$ cat src/rtl/opl_write_sequencer.sv
// OPL2 write sequencer: pairs received bytes into (register, value) writes, queues them
// and replays each as an address/data bus cycle with OPL2 recovery waits. LED stretcher: OPL_WRSEQ_ACTIVITY_EN.
module opl_write_sequencer #(
  parameter int FIFO_AW   = 4,
  parameter int WR_HOLD   = 56,
  parameter int ADDR_WAIT = 336,
  parameter int DATA_WAIT = 2352,
  parameter int ACT_BITS  = 22
) (
  input  logic             clk,
  input  logic             rst,
  input  logic             in_valid,
  input  logic [7:0]       in_data,
  input  logic             in_eop,
  output logic             opl_cs_n,
  output logic             opl_addr,
  output logic [7:0]       opl_din,
  output logic             busy,
  output logic [FIFO_AW:0] level,
  output logic             overflow,
  output logic             led
);

  localparam int DEPTH = 1 << FIFO_AW;
  localparam int CMAX  = (WR_HOLD > ADDR_WAIT) ?
                         ((WR_HOLD > DATA_WAIT) ? WR_HOLD : DATA_WAIT) :
                         ((ADDR_WAIT > DATA_WAIT) ? ADDR_WAIT : DATA_WAIT);
  localparam int CW    = $clog2(CMAX + 1);

  localparam logic [2:0] S_IDLE  = 3'd0;
  localparam logic [2:0] S_AWR   = 3'd1;
  localparam logic [2:0] S_AWAIT = 3'd2;
  localparam logic [2:0] S_DWR   = 3'd3;
  localparam logic [2:0] S_DWAIT = 3'd4;

  localparam logic [FIFO_AW:0] LVL_ONE  = (FIFO_AW+1)'(1);
  localparam logic [FIFO_AW:0] LVL_FULL = (FIFO_AW+1)'(DEPTH);
  localparam logic [CW-1:0]    CNT_ONE  = CW'(1);

  logic                phase;
  logic [7:0]          reg_byte;
  logic [15:0]         mem [DEPTH];
  logic [FIFO_AW-1:0]  wr_ptr, rd_ptr;
  logic [FIFO_AW:0]    level_nxt;
  logic                push, push_ok, pop, full, empty;
  logic [2:0]          state, state_nxt;
  logic [CW-1:0]       cnt, cnt_nxt;
  logic [7:0]          cur_reg, cur_val;
  logic                dwr_entry;

  assign full      = (level == LVL_FULL);
  assign empty     = (level == '0);
  assign push      = in_valid & phase;
  assign push_ok   = push & ~full;
  assign pop       = (state == S_IDLE) & ~empty;
  assign dwr_entry = (state_nxt == S_DWR) && (state != S_DWR);

  // Byte pairing; an end-of-packet wins over the byte it accompanies.
  always_ff @(posedge clk) begin
    // NOTE: sequential state uses non-blocking assignments so every register samples pre-edge values.
    if (rst) begin
      phase    <= 1'b0;
      reg_byte <= 8'h00;
    end else begin
      if (in_valid) begin
        if (!phase) begin
          reg_byte <= in_data;
          phase    <= 1'b1;
        end else begin
          phase    <= 1'b0;
        end
      end
      if (in_eop) phase <= 1'b0;
    end
  end

  // NOTE: the storage array is deliberately not reset; clearing the pointers empties the FIFO.
  always_ff @(posedge clk) begin
    if (!rst && push_ok) mem[wr_ptr] <= {reg_byte, in_data};
  end

  always_comb begin
    // NOTE: every combinational output gets a default first so no latch can be inferred.
    level_nxt = level;
    if (push_ok && !pop)      level_nxt = level + LVL_ONE;
    else if (!push_ok && pop) level_nxt = level - LVL_ONE;
  end

  always_ff @(posedge clk) begin
    if (rst) begin
      wr_ptr   <= '0;
      rd_ptr   <= '0;
      level    <= '0;
      overflow <= 1'b0;
    end else begin
      if (push_ok) wr_ptr <= wr_ptr + 1'b1;
      if (pop)     rd_ptr <= rd_ptr + 1'b1;
      if (push && full) overflow <= 1'b1;
      level <= level_nxt;
    end
  end

  // One down-counter times every state; a zero-length wait state is bypassed.
  always_comb begin
    state_nxt = state;
    cnt_nxt   = cnt;
    case (state)
      S_IDLE: if (!empty) begin
        state_nxt = S_AWR;
        cnt_nxt   = CW'(WR_HOLD);
      end
      S_AWR: if (cnt == CNT_ONE) begin
        if (ADDR_WAIT != 0) begin
          state_nxt = S_AWAIT;
          cnt_nxt   = CW'(ADDR_WAIT);
        end else begin
          state_nxt = S_DWR;
          cnt_nxt   = CW'(WR_HOLD);
        end
      end else cnt_nxt = cnt - CNT_ONE;
      S_AWAIT: if (cnt == CNT_ONE) begin
        state_nxt = S_DWR;
        cnt_nxt   = CW'(WR_HOLD);
      end else cnt_nxt = cnt - CNT_ONE;
      S_DWR: if (cnt == CNT_ONE) begin
        if (DATA_WAIT != 0) begin
          state_nxt = S_DWAIT;
          cnt_nxt   = CW'(DATA_WAIT);
        end else begin
          state_nxt = S_IDLE;
          cnt_nxt   = '0;
        end
      end else cnt_nxt = cnt - CNT_ONE;
      S_DWAIT: if (cnt == CNT_ONE) begin
        state_nxt = S_IDLE;
        cnt_nxt   = '0;
      end else cnt_nxt = cnt - CNT_ONE;
      default: begin
        state_nxt = S_IDLE;
        cnt_nxt   = '0;
      end
    endcase
  end

  always_ff @(posedge clk) begin
    if (rst) begin
      state    <= S_IDLE;
      cnt      <= '0;
      opl_cs_n <= 1'b1;
      opl_addr <= 1'b0;
      opl_din  <= 8'h00;
      busy     <= 1'b0;
      cur_reg  <= 8'h00;
      cur_val  <= 8'h00;
    end else begin
      state    <= state_nxt;
      cnt      <= cnt_nxt;
      busy     <= (state_nxt != S_IDLE) || (level_nxt != '0);
      opl_cs_n <= !((state_nxt == S_AWR) || (state_nxt == S_DWR));
      if (pop) begin
        cur_reg  <= mem[rd_ptr][15:8];
        cur_val  <= mem[rd_ptr][7:0];
        opl_addr <= 1'b0;
        opl_din  <= mem[rd_ptr][15:8];
      end
      if (dwr_entry) begin
        opl_addr <= 1'b1;
        opl_din  <= cur_val;
      end
    end
  end

`ifdef OPL_WRSEQ_ACTIVITY_EN
  logic [ACT_BITS-1:0] act_cnt, act_nxt;
  logic                act_trig;

  // Frequency / key-on registers 0xA0-0xBF retrigger the stretcher.
  assign act_trig = dwr_entry && (cur_reg[7:5] == 3'b101);

  always_comb begin
    act_nxt = act_cnt;
    if (act_trig)            act_nxt = '1;
    else if (act_cnt != '0)  act_nxt = act_cnt - ACT_BITS'(1);
  end

  always_ff @(posedge clk) begin
    if (rst) begin
      act_cnt <= '0;
      led     <= 1'b0;
    end else begin
      act_cnt <= act_nxt;
      led     <= (act_nxt != '0);
    end
  end
`else
  assign led = 1'b0;
`endif

endmodule

$ cat config.mk
export PLATFORM = sky130hd
export DESIGN_NAME = opl_write_sequencer
export DESIGN_NICKNAME = d
export VERILOG_FILES = /design/src/rtl/opl_write_sequencer.sv
export SDC_FILE = /design/constraint.sdc
export NUM_CORES = 1
export LEC_CHECK = 0
export ABC_AREA = 1
export BUFFER_PORTS_ARGS = -buffer_cell sky130_fd_sc_hd__buf_2
export CAP_MARGIN = 20
export CORE_MARGIN = 2
export CORE_UTILIZATION = 65
export CTS_CLUSTER_DIAMETER = 60
export DETAILED_ROUTE_END_ITERATION = 10
export GPL_TIMING_DRIVEN = 0
export PLACE_DENSITY = 0.85
export SETUP_SLACK_MARGIN = 0.2
export SYNTH_ARGS = -nofsm -noshare
export SYNTH_HDL_FRONTEND = slang
export SYNTH_SLANG_ARGS = --single-unit
$ cat constraint.sdc
create_clock -name clk -period 3.3 [get_ports clk]
set_input_delay 0.33 -clock clk [delete_from_list [all_inputs] [get_ports clk]]
set_output_delay 0.33 -clock clk [all_outputs]
set_load 0.005 [all_outputs]
==> impl_results.md <==
* Layout cell share with drive strength beyond 1 at 0.137
* Worst EP required at 3470 ps
* Mapped Nets at 1180
* Post-DP HPWL at 22.5 mm
* Ranking of synthesized cells by area: edfxtp_1 59%, dfxtp_1 9.3%, nor2_1 6.3%, o21ai_0 5.5%, o211ai_1 3.3%
* First-pass GRT wire length at 53.6 mm
* Worst setup SP type: flip-flop
* Setup ws final at 678 ps
* Count of final setup violators at 0
* Most frequent cells in the layout: 256 x edfxtp_1, 205 x nor2_1, 143 x o21ai_0, 106 x nand2_1, 76 x nand3_1
* Pre-CTS setup slack at 776 ps
* CTS tree: built
* Post-DP Area at 0.0138 mm2
* Nets at 1256
* Status: complete, no violations
* Post-synth top area cell: edfxtp_1
* Max stage delay on crit path at 890 ps
* Pleak at 5.39 nW
* Ports at 30
* Vias in the first global route at 9542
* Yosys cell types at 41
* Remaining antenna violation count at 0
* Hold depth at 4
* Max IR drop VDD at 787 uV
* RSZ-0062 raised after global routing: no
* I/O Buffers at 28
* Final WL at 35.4 mm
* Pin count of the biggest net entering global routing at 18
* Fin. Hold Viols at 0
* Setup TNS at 0 ps
* PD cells at 856 mW/mm2
* Synth Area in Compound Gates at 0.116
* H-tree Lvls at 1
* Hold Path End: cnt[9]$_SDFFE_PP0P_
* Crit Path Max Fanout at 16
* Routed len/inst at 23.2 um
* Most common cell after layout, fill and taps aside: edfxtp_1
* FMAX at 381 MHz
* Post-cts sizing count at 0
* Crit path DAT at 2790 ps
* Reg2reg setup slack at 680 ps
* Worst r2r src: level[0]$_SDFF_PP0_
* Tot GR Track Use at 0.330
* GRT overflow at 0
* Simple-gate share of the synthesized area at 0.148
* Worst-Margin Slew at 1110 ps
* Worst hold path class: input pin to flip-flop
* Deepest clock path buffer count at 3
* WP buf/inv at 2
* Synth Register Bits at 317
* Synth Area in XOR/XNOR at 0.00525
* Cell Rows at 51
* Mux contribution to synthesized area at 0
* Slowest cell on crit path: nor2_2
* Synth-to-Final Area Change at 14.2%
* MaxCap Viol Count at 0
* Fin crit period at 2620 ps
* Synth Warn # at 0
* Core area at 0.0197 mm2
* Seq/Total Area, Yosys at 0.679
* Final instance area at 0.0150 mm2
* Residual DRC at 0
* Num CTS Buffers at 31
* Root buffer cell: clkbuf_16
* Inserted Diodes at 0
* Starting Density at 0.667
* Mapped cell area at 0.0131 mm2
* Family with the most delay on the worst path: simple AND/OR/NAND/NOR gates
* Crit Reg-Reg Endpoint: mem[14][14]$_DFFE_PP_
* Overall die width at 146 um
* Router iterations before antenna repair at 5
* Rel. slew slack at 0.259
* Synth top area share at 0.586
* Synth Area in Adders at 0.00954
* Clk sinks at 317
* Die area at 0.0213 mm2
* Hold_sp: rst
* Initial antenna violation count at 0
* Period utilization at 0.794
* WS Path Type: flip-flop to flip-flop
* Clock Skew at 18.2 ps
* Post-Syn Area per Cell at 11.3 um2
* Vias per cell at 6.50
* R2R cell count at 7
* Critical-path cell list: inv_1, ha_1, nand3_2, nand2_4, inv_4, nand2_1, nor2_2
* Initial DRC count at 1468
* Die Y at 146 um
* Synth Instances at 1158
* Placer Congestion at 0.959
* Clock-pin slew on the worst setup and hold paths at 60 ps
* Clk_lat worst skew at 570 ps
* Critical Path End Type: flip-flop
* Final hold slack at 50.3 ps
* Largest family of logic cells by synthesized area: simple AND/OR/NAND/NOR gates
* Final Slew Violations at 0
* Via count at 9903
Yosys cell counts:
master,number
a21oi_1,28
inv_4,2
o22ai_1,9
nand4_1,8
o221ai_1,16
nand3_1,76
a21oi_2,1
nand3_2,3
nand2_4,4
clkbuf_1,27
xor2_1,5
inv_1,53
or2_4,1
xnor2_1,1
inv_2,8
nor2_4,3
nor3_2,3
nor4_1,1
nand2_8,1
xor2_2,1
o21ai_0,143
conb_1,1
nand3_4,1
ha_1,10
and3_1,1
buf_1,5
dfxtp_1,61
nor2_8,1
nor3_4,1
nand2_1,106
buf_4,9
o211ai_1,58
nand2_2,2
buf_6,4
nor2_2,2
o21ai_1,4
clkinv_1,1
buf_2,16
nor2_1,220
edfxtp_1,256
nor3_1,5
cells by family after synthesis:
| group | after synthesis |
|---|---|
| other | 1 |
| buffers and inverters | 125 |
| adder cells (fa/ha/maj) | 10 |
| XOR/XNOR | 7 |
| AND/OR/NAND/NOR | 439 |
| flip-flops | 317 |
| AO/OA/AOI/OAI | 259 |
report_power, final:
part           internal (W)  switching (W)
sequential          0.00456       0.000253
clock               0.00238        0.00154
combinational       0.00128        0.00283
total               0.00821        0.00462
cell type report:
type                            instances  area (um2)
Sequential cell                       317        8910
Fill cell                            1176        4670
Multi-Input combinational cell        716        3690
Clock buffer                           37         882
Timing Repair Buffer                   43         349
Tap cell                              265         332
Buffer                                 61         313
Clock inverter                         21         265
Inverter                               64         245
worst reg2reg max path, cell delays in order (launching register included):
cell and delay [ps]:
dfxtp_1 430, inv_1 110, ha_1 260, nand3_2 120, nand2_4 110, inv_4 130
nand2_1 180, nor2_2 890
layer usage:
layer	global-route usage	vias to the layer above	wire, um
met5	0	-	0
met4	0.144	0	1830
met3	0.0750	168	4450
met2	0.537	777	16700
met1	0.434	4674	12400
li1	-	4284	-
through the flow:
stage / cells / power, W / utilization
floorplan: 1158 / 0.00757 / -
global placement: 1451 / 0.00862 / 0.691
detailed placement: 1465 / 0.00877 / 0.704
CTS: 1524 / 0.0127 / 0.762
global route: 1524 / 0.0133 / 0.762
finish: 1524 / 0.0128 / 0.762
worst max path at each step:
stage | slack [ps] | start | endpoint | depth (start not counted)
floorplan | 1050 | level[0]$_SDFF_PP0_ | mem[11][0]$_DFFE_PP_ | 7
global placement | 180 | level[0]$_SDFF_PP0_ | mem[3][11]$_DFFE_PP_ | 7
global route | 570 | level[0]$_SDFF_PP0_ | mem[14][14]$_DFFE_PP_ | 7
finish | 680 | level[0]$_SDFF_PP0_ | mem[14][14]$_DFFE_PP_ | 7
CTS | 720 | level[0]$_SDFF_PP0_ | mem[14][12]$_DFFE_PP_ | 7
detailed placement | 780 | level[0]$_SDFF_PP0_ | mem[14][12]$_DFFE_PP_ | 7
timing repair:
action                                 4_1_cts  5_1_grt
endpoints found under the hold margin        1        0
hold buffers                                 1        0
buffers inserted                             0        0
registers in the layout, indices dropped and copies added, names as in the netlist, named ones only:
signal and count:
mem 256, cnt 12, cur_val 8, opl_din 8, reg_byte 8, level 5, rd_ptr 4, wr_ptr 4
state 3, busy 1, opl_addr 1, opl_cs_n 1, overflow 1, phase 1
Power figures use the tool's default switching activity.
